[src/rtl/seq101_share_arbiter_if.sv]
// Serial-lane side and hit-event side of the shared 1-0-1 detector.
// The master drives lanes and accepts hits; the slave is the detector block.
interface seq101_share_arbiter_if #(
    parameter int NCHAN = 4,
    parameter int CNTW  = 8
);
    logic [NCHAN-1:0]         bit_valid;
    logic [NCHAN-1:0]         bit_data;
    logic [NCHAN-1:0]         bit_ready;
    logic                     flush;
    logic                     hit_valid;
    logic [$clog2(NCHAN)-1:0] hit_chan;
    logic                     hit_ready;
    logic [CNTW-1:0]          hit_total;

    modport master (
        output bit_valid, bit_data, flush, hit_ready,
        input  bit_ready, hit_valid, hit_chan, hit_total
    );

    modport slave (
        input  bit_valid, bit_data, flush, hit_ready,
        output bit_ready, hit_valid, hit_chan, hit_total
    );
endinterface

[src/rtl/seq101_share_arbiter.sv]
// One overlapping 1-0-1 detector time-shared over NCHAN lanes by a round-robin arbiter.
// Hit visible one edge after the completing bit; no lane is granted while a hit waits unaccepted.
module seq101_share_arbiter #(
    parameter int NCHAN = 4,
    parameter int CNTW  = 8
) (
    input  logic                  clock,
    input  logic                  reset_L,
    seq101_share_arbiter_if.slave io
);
    localparam int              CW     = $clog2(NCHAN);
    localparam logic [CW:0]     NCH_W  = (CW+1)'(NCHAN);
    localparam logic [CW-1:0]   LAST   = CW'(NCHAN - 1);

    typedef enum logic [1:0] {
        NOTHING = 2'd0,
        SAW1    = 2'd1,
        SAW10   = 2'd2
    } det_state_t;

    det_state_t        st_q [NCHAN];
    det_state_t        det_nxt;
    logic [CW-1:0]     ptr_q;
    logic [CW-1:0]     ptr_nxt;
    logic [CW-1:0]     gnt_idx;
    logic [CW-1:0]     hit_chan_q;
    logic [CW:0]       scan_sum;
    logic [CW-1:0]     scan_idx;
    logic              gnt_vld;
    logic              can_grant;
    logic              hit_valid_q;
    logic              det_bit;
    logic              det_hit;
    logic              drain;
    logic [CNTW-1:0]   hit_total_q;
    logic [NCHAN-1:0]  ready;

    // Reset and flush both force bit_ready low so no handshake can complete.
    always_comb begin
        can_grant = reset_L && !io.flush && (!hit_valid_q || io.hit_ready);
        gnt_vld   = 1'b0;
        gnt_idx   = '0;
        scan_sum  = '0;
        scan_idx  = '0;
        for (int i = 0; i < NCHAN; i++) begin
            scan_sum = {1'b0, ptr_q} + (CW+1)'(i);
            if (scan_sum >= NCH_W) begin
                scan_sum = scan_sum - NCH_W;
            end
            scan_idx = scan_sum[CW-1:0];
            if (!gnt_vld && io.bit_valid[scan_idx]) begin
                gnt_vld = 1'b1;
                gnt_idx = scan_idx;
            end
        end
        gnt_vld = gnt_vld && can_grant;
        ready   = gnt_vld ? (NCHAN'(1) << gnt_idx) : '0;
        ptr_nxt = (gnt_idx == LAST) ? '0 : gnt_idx + CW'(1);
    end

    always_comb begin
        det_bit = io.bit_data[gnt_idx];
        det_hit = 1'b0;
        det_nxt = NOTHING;
        case (st_q[gnt_idx])
            NOTHING: det_nxt = det_bit ? SAW1 : NOTHING;
            SAW1:    det_nxt = det_bit ? SAW1 : SAW10;
            SAW10: begin
                det_nxt = det_bit ? SAW1 : NOTHING;
                det_hit = det_bit;
            end
            default: det_nxt = NOTHING;
        endcase
    end

    assign drain = hit_valid_q && io.hit_ready;

    always_ff @(posedge clock or negedge reset_L) begin
        if (!reset_L) begin
            for (int i = 0; i < NCHAN; i++) st_q[i] <= NOTHING;
            ptr_q       <= '0;
            hit_valid_q <= 1'b0;
            hit_chan_q  <= '0;
            hit_total_q <= '0;
        end else if (io.flush) begin
            for (int i = 0; i < NCHAN; i++) st_q[i] <= NOTHING;
            ptr_q       <= '0;
            hit_valid_q <= 1'b0;
            hit_chan_q  <= '0;
            hit_total_q <= '0;
        end else begin
            if (gnt_vld) begin
                st_q[gnt_idx] <= det_nxt;
                ptr_q         <= ptr_nxt;
            end
            // A new hit refills the slot even when the old one drains this edge.
            if (gnt_vld && det_hit) begin
                hit_valid_q <= 1'b1;
                hit_chan_q  <= gnt_idx;
            end else if (drain) begin
                hit_valid_q <= 1'b0;
            end
            if (drain && (hit_total_q != '1)) begin
                hit_total_q <= hit_total_q + CNTW'(1);
            end
        end
    end

    assign io.bit_ready = ready;
    assign io.hit_valid = hit_valid_q;
    assign io.hit_chan  = hit_chan_q;
    assign io.hit_total = hit_total_q;
endmodule

[src/flat_wrapper.sv]
// flat-port wrapper written by rule: the top's interface ports become plain ports
module seq101_share_arbiter_flat 
#(
    parameter int NCHAN = 4,
    parameter int CNTW  = 8
)
  (clock, reset_L, io_bit_valid, io_bit_data, io_flush, io_hit_ready, io_bit_ready, io_hit_valid, io_hit_chan, io_hit_total);
  seq101_share_arbiter_if #(.NCHAN(NCHAN), .CNTW(CNTW)) io_i ();
  input  logic clock;
  input  logic reset_L;
  input wire logic [$bits(io_i.bit_valid)-1:0] io_bit_valid;
  input wire logic [$bits(io_i.bit_data)-1:0] io_bit_data;
  input wire logic [$bits(io_i.flush)-1:0] io_flush;
  input wire logic [$bits(io_i.hit_ready)-1:0] io_hit_ready;
  output wire logic [$bits(io_i.bit_ready)-1:0] io_bit_ready;
  output wire logic [$bits(io_i.hit_valid)-1:0] io_hit_valid;
  output wire logic [$bits(io_i.hit_chan)-1:0] io_hit_chan;
  output wire logic [$bits(io_i.hit_total)-1:0] io_hit_total;
  assign io_i.bit_valid = io_bit_valid;
  assign io_i.bit_data = io_bit_data;
  assign io_i.flush = io_flush;
  assign io_i.hit_ready = io_hit_ready;
  assign io_bit_ready = io_i.bit_ready;
  assign io_hit_valid = io_i.hit_valid;
  assign io_hit_chan = io_i.hit_chan;
  assign io_hit_total = io_i.hit_total;
  seq101_share_arbiter #(.NCHAN(NCHAN), .CNTW(CNTW)) u_core (.clock(clock), .reset_L(reset_L), .io(io_i));
endmodule
[config.mk]
export PLATFORM = sky130hd
export DESIGN_NAME = seq101_share_arbiter_flat
export DESIGN_NICKNAME = d
export VERILOG_FILES = /design/src/rtl/seq101_share_arbiter_if.sv /design/src/rtl/seq101_share_arbiter.sv /design/src/flat_wrapper.sv
export SDC_FILE = /design/constraint.sdc
export NUM_CORES = 1
export LEC_CHECK = 0
export CORE_MARGIN = 4
export CORE_UTILIZATION = 50
export CTS_BUF_LIST = sky130_fd_sc_hd__clkbuf_4
export DETAILED_ROUTE_END_ITERATION = 10
export PLACE_DENSITY = 0.79
export SYNTH_ARGS = -nofsm -noshare
export SYNTH_HDL_FRONTEND = slang
export SYNTH_SLANG_ARGS = --single-unit
[constraint.sdc]
create_clock -name clock -period 3 [get_ports clock]
set_clock_uncertainty 0.15 [all_clocks]
set_input_delay 0.6 -clock clock [delete_from_list [all_inputs] [get_ports clock]]
set_output_delay 0.6 -clock clock [all_outputs]
set_load 0.01 [all_outputs]
==> impl_metrics.tcl, run 1 <==
set metrics [dict create \
    status "complete, no violations" \
    grt_max_degree 22 \
    syn2layout_area_growth_pct 41.4 \
    yosys.area.top_type_share_pct 42.2 \
    synth_fp_nets 143 \
    yosys-top-cells-area "dfrtp_1 42%, mux2i_1 7.2%, nand3b_1 6.6%" \
    cp-start-kind "input port" \
    antenna_cells 0 \
    cts_tree "yes" \
    root_buffer "clkbuf_4" \
    synth.yosys.seq_area_share_pct 42.2 \
    cts_buffers 3 \
    nFillCells 175 \
    hpwlAfterDp_um 2220 \
    yosys_warnings 0 \
    start_util_pct 54.2 \
    cts.clk_slew.worst_paths_ns 0.13 \
    drive_above_1_share_pct 24.3 \
    drt_iter0_drc 24 \
    ys_seq_elements 21 \
    worst_pin_slew_ns 0.508 \
    cp_max_fo 4 \
    track_usage_pct 20.4 \
    io_pins 27 \
    setup_ws_ns 0.0934 \
    core-area_um2 2300 \
    ff_latch_area_um2 526 \
    drc_errors 0 \
    timing.final.hold_violations 0 \
    p_per_area_nw_per_um2 367 \
    finalSetupTns_ns 0 \
    placed_area_um2 1660 \
    portBuffers 26 \
    worstPathArrival_ns 2.16 \
    finalInstanceArea_um2 1760 \
    vias 1130 \
    place.gp.congestion 0.788 \
    ir_drop_mv 0.333 \
    cts_htree_levels 1 \
    finalCritPeriodShare_pct 96.9 \
    grt_pass1_vias 1195 \
    grt_antenna_before_repair 0 \
    firstDrtPassIters 4 \
    clockBufferDepth 2 \
    power.total_mw 0.646 \
    syn_area_per_cell_um2 9.89 \
    synth_cell_types 29 \
    drv_slew 0 \
    yosysTopAreaCell "dfrtp_1" \
    drv_cap 0 \
    place_ws_ns -0.427 \
    critical_path_class "in2out" \
    cts_sinks 21 \
    fin_crit_ns 2.91 \
    setup_viol 0 \
    fmax_ghz 0.344 \
    fp.dieW_um 57.9 \
    die_h_um 57.9 \
    hold_start "u_core.st_q[2]" \
    viasPerCell 5.51 \
    r2r_start "u_core.ptr_q[0]" \
    cp.required_ns 2.25 \
    rsz0062_at_grt "false" \
    synth.cell_area_um2 1250 \
    wl_per_cell_um 15.1 \
    drt-total-wl_um 3090 \
    synth_cells 126 \
    p_leak_nw 0.822 \
    hold_path.class "reg2reg" \
    timing.slew.headroom_pct 65.6 \
    die_area_um2 3360 \
    crit_path_start "io_bit_valid[1]" \
    grt_pass1_wl_um 5370 \
    multi_input_comb_area_um2 708 \
    row_count 17 \
    nets 195 \
    drtAntennaViolNets 0 \
    critPathCaptureType "output pin" \
    gr-total-overflow 0 \
    clock_latency_ns 0.31 \
]
==> registers in the layout, indices dropped and copies added, names as in the netlist <==
register,count
u_core.st_q,8
u_core.io.hit_valid,1
u_core.io.hit_chan,2
u_core.ptr_q,2
u_core.io.hit_total,8
==> layout make-up <==
cell class / count / area share (%)
multi-input combinational: 95 / 40.2
sequential: 21 / 29.8
timing repair buffer: 49 / 24.6
tap: 28 / 1.99
clock buffer: 4 / 1.70
inverter: 8 / 1.70
==> cell usage in the layout, fill, tap and decap left out, types with 3 or more instances in the layout <==
cell	count
nor2_1	10
xnor2_1	3
clkbuf_4	4
nand2_1	9
clkdlybuf4s50_1	18
ha_1	5
buf_4	23
inv_1	7
nand3_1	3
a21oi_1	5
mux2i_1	9
nand3b_1	11
dlygate4sd2_1	4
dfrtp_1	21
o21ai_0	10
nand2b_1	3
==> kinds of logic after synthesis <==
group                      after synthesis  share of synthesized area, %
and+or+nand+nor                         52                          25.2
AOI/OAI and AO/OA                       21                          10.8
DFF                                     21                          42.2
muxes                                   12                          10.2
buffers and inverters                   10                          3.01
xor gates and xnor gates                 5                          3.51
adders and majority gates                5                          5.02
==> what timing repair did <==
item,in CTS,in global routing
setup endpoints to repair,4,4
buffers inserted,5,1
gates resized for setup,18,2
hold buffers,0,0
pin swaps,4,2
==> through the flow <==
stage                     hold WS, ns  util [%]  std cells
after global routing            0.443      76.7        205
after detailed placement        0.353      72.3        195
after global placement          0.345      72.3        195
after floorplan                 0.154         -        126
final                           0.395      76.7        205
after CTS                       0.383      76.2        204
==> synthesized netlist by cell type <==
master,instances
dfrtp_1,21
nand3b_1,11
nor2_1,10
o21ai_0,10
mux2i_1,9
nand2_1,9
inv_1,8
a21oi_1,7
ha_1,5
nand2b_1,3
nand3_1,3
nor2b_1,3
xnor2_1,3
and3_1,2
and4_1,2
clkbuf_1,2
mux2_2,2
nor2_2,2
nor3_1,2
o21bai_1,2
xor2_1,2
a2bb2oi_4,1
a311oi_1,1
and2b_1,1
mux2_4,1
nand2_2,1
nor4b_1,1
nor4b_4,1
or2b_2,1
==> worst paths after layout <==
path,endpoint,cells past startpoint,slack [ns]
worst max-delay path,io_bit_ready[1],10,0.09
worst min-delay path,u_core.st_q[2],2,0.39
worst max register to register,u_core.io.hit_chan[1],10,0.51
worst min register to register,u_core.st_q[2],2,0.39
max in group asynchronous,u_core.ptr_q[0],2,1.94
min in group asynchronous,u_core.ptr_q[1],2,0.53
==> routing by layer <==
| metal | track usage, % | routed length, µm | vias up |
|---|---|---|---|
| met5 | 0 | 0 | - |
| met4 | 8.61 | 85 | 0 |
| met3 | 3.12 | 117 | 8 |
| met2 | 32.7 | 1400 | 24 |
| met1 | 27.3 | 1490 | 559 |
| li1 | - | - | 539 |
==> worst max-delay path, cell delays in order <==
cell and delay (ns):
clkdlybuf4s15_1 0.23, and2b_1 0.27, buf_4 0.13, nand2_2 0.06, a2bb2oi_4 0.19, inv_1 0.10, ha_1 0.18, nand2_1 0.07
inv_1 0.04, dlygate4sd2_1 0.27
==> power breakdown <==
part / total [mW] / internal [mW] / switching (mW)
clock: 0.152 / 0.0608 / 0.0917
sequential: 0.303 / 0.292 / 0.0110
combinational: 0.191 / 0.104 / 0.0869
Note: power is estimated with default switching activity, not from simulation.
==> run 2: changes to the inputs <==
--- a/config.mk
+++ b/config.mk
@@ -10,6 +10,7 @@
 export CTS_BUF_LIST = sky130_fd_sc_hd__clkbuf_4
 export DETAILED_ROUTE_END_ITERATION = 10
 export PLACE_DENSITY = 0.79
+export SKIP_CTS_REPAIR_TIMING = 1
 export SYNTH_ARGS = -nofsm -noshare
 export SYNTH_HDL_FRONTEND = slang
 export SYNTH_SLANG_ARGS = --single-unit
==> run 2 against run 1 <==
First-iteration DRC count grew 42%. Global-route usage shrank 1.0 points. Cell count shrank 1.5%. Maximum frequency shrank 0.75%. Via count shrank 3.5%. Non-clock buffer count shrank 3. Highest routed layer unchanged. Sequential cell count is the same. Hold slack lost 0.015 ns. Final area shrank 0.14%. Critical path type unchanged. Power shrank 1.9%.
==> impl_metrics.tcl, run 2 (synthesis results as in run 1) <==
set metrics [dict create \
    sw_frac_of_total_pct 28.9 \
    clockBufferDepth 2 \
    crit_family "buffers and inverters" \
    slowest_delay_ns 0.49 \
    row_count 17 \
    finalSetupTns_ns 0 \
    finalCritPeriodShare_pct 97.6 \
    ir_drop_mv 0.327 \
    path_cells "clkdlybuf4s50_1 -> inv_1 -> a21oi_2 -> a21oi_2 -> nor2_2 -> buf_4 -> inv_2 -> ha_1 -> nand2_1 -> inv_1 -> dlymetal6s2s_1" \
    fp.dieW_um 57.9 \
    critPathCaptureType "output pin" \
    viasPerCell 5.40 \
    drt_iter0_drc 34 \
    io_pins 27 \
    drv_slew 0 \
    vias 1091 \
    worst-path-buf-inv 6 \
    p_sw_mw 0.184 \
    setup_ws_ns 0.0714 \
    clock_latency_ns 0.30 \
    cts_htree_levels 1 \
    fin_crit_ns 2.93 \
    worst_pin_slew_ns 0.508 \
    die_area_um2 3360 \
    status "complete, no violations" \
    slowest_stage "clkdlybuf4s50_1" \
    p_seq_share_pct 48.0 \
    nFillCells 176 \
    core-area_um2 2300 \
    hpwlAfterDp_um 2220 \
    root_buffer "clkbuf_4" \
    cts.clk_slew.worst_paths_ns 0.12 \
    intPower_mw 0.451 \
    fmax_ghz 0.341 \
    combPwrFrac_pct 28.5 \
    p_per_area_nw_per_um2 360 \
    portBuffers 26 \
    cts_buffers 3 \
    p_leak_nw 0.887 \
    layout_commonest_cell "dfrtp_1" \
    drtAntennaViolNets 0 \
    track_usage_pct 19.4 \
    grt_pass1_vias 1139 \
    drive_above_1_share_pct 22.4 \
    antenna_cells 0 \
    nets 192 \
    final_cell_mix "21 x dfrtp_1, 20 x buf_4, 19 x clkdlybuf4s50_1" \
    drc_errors 0 \
    hold_path.class "reg2reg" \
    syn2layout_area_growth_pct 41.2 \
    setup_viol 0 \
    grt_pass1_wl_um 5090 \
    timing.final.hold_violations 0 \
    cp-start-kind "input port" \
    cp.required_ns 2.25 \
    worstPathArrival_ns 2.18 \
    finalInstanceArea_um2 1760 \
    placed_area_um2 1660 \
    cts_sinks 21 \
    grt_antenna_before_repair 0 \
    start_util_pct 54.2 \
    hold_slack_ns 0.380 \
    grt_max_degree 22 \
    firstDrtPassIters 4 \
    cp_max_fo 3 \
    power_frac_clock_pct 23.5 \
    dp.cells 195 \
    cts_tree "yes" \
    wl_per_cell_um 15.1 \
    power.total_mw 0.634 \
    drt-total-wl_um 3040 \
    die_h_um 57.9 \
    critical_path_class "in2out" \
    place_ws_ns -0.427 \
    final_cells 202 \
    gr-total-overflow 0 \
    drv_cap 0 \
    final_util_pct 76.6 \
    place.gp.congestion 0.788 \
    timing.slew.headroom_pct 65.6 \
]
## run 2: changes by cell type in the layout (fill, tap and decap cells not counted), sizes merged
| cell | change |
|---|---|
| dlymetal6s2s | +6 |
| dlygate4sd2 | -4 |
| buf | -3 |
| clkdlybuf4s50 | +1 |
| clkdlybuf4s15 | -3 |
## run 2: power groups by stage
stage / registers (mW) / logic, mW / clock network, mW
after floorplan: 0.304 / 0.0895 / 0
after global placement: 0.306 / 0.158 / 0
after detailed placement: 0.306 / 0.163 / 0
after CTS: 0.301 / 0.165 / 0.154
after global routing: 0.306 / 0.198 / 0.161
final: 0.304 / 0.181 / 0.149
## run 2: worst paths after layout
| check | slack (ns) | from | end | cells past startpoint |
|---|---|---|---|---|
| setup / recovery | 0.07 | io_bit_valid[3] | io_bit_ready[2] | 11 |
| hold reg to reg | 0.38 | u_core.st_q[4] | u_core.st_q[4] | 2 |
| max in group asynchronous | 1.94 | reset_L | u_core.ptr_q[0] | 2 |
| setup reg to reg | 0.56 | u_core.ptr_q[0] | u_core.io.hit_chan[1] | 9 |
| hold / removal | 0.38 | u_core.st_q[4] | u_core.st_q[4] | 2 |
| min in group asynchronous | 0.54 | reset_L | u_core.ptr_q[1] | 2 |
## run 2: metal layers
metal / vias to the layer above / wire [µm] / global-route usage (%)
li1: 535 / - / -
met1: 538 / 1450 / 26.5
met2: 16 / 1470 / 31.3
met3: 2 / 106 / 3.12
met4: 0 / 20 / 6.29
met5: - / 0 / 0
## run 2: area by class of cell
type	instances	area, µm²	area share, %
multi-input cells	95	711	40.4
flip-flops and latches	21	526	29.9
well taps	28	35.0	1.99
repair buffers	46	428	24.3
inverters	8	30.0	1.71
clock buffers	4	30.0	1.71
## run 2: worst reg2reg max path: stages, from the launching register on
cell	delay [ns]
dfrtp_1	0.48
nor2b_4	0.07
buf_4	0.13
nor2_2	0.13
a2bb2oi_4	0.21
buf_4	0.20
mux2i_1	0.09
mux2_4	0.30
nor4b_4	0.37
mux2i_1	0.25
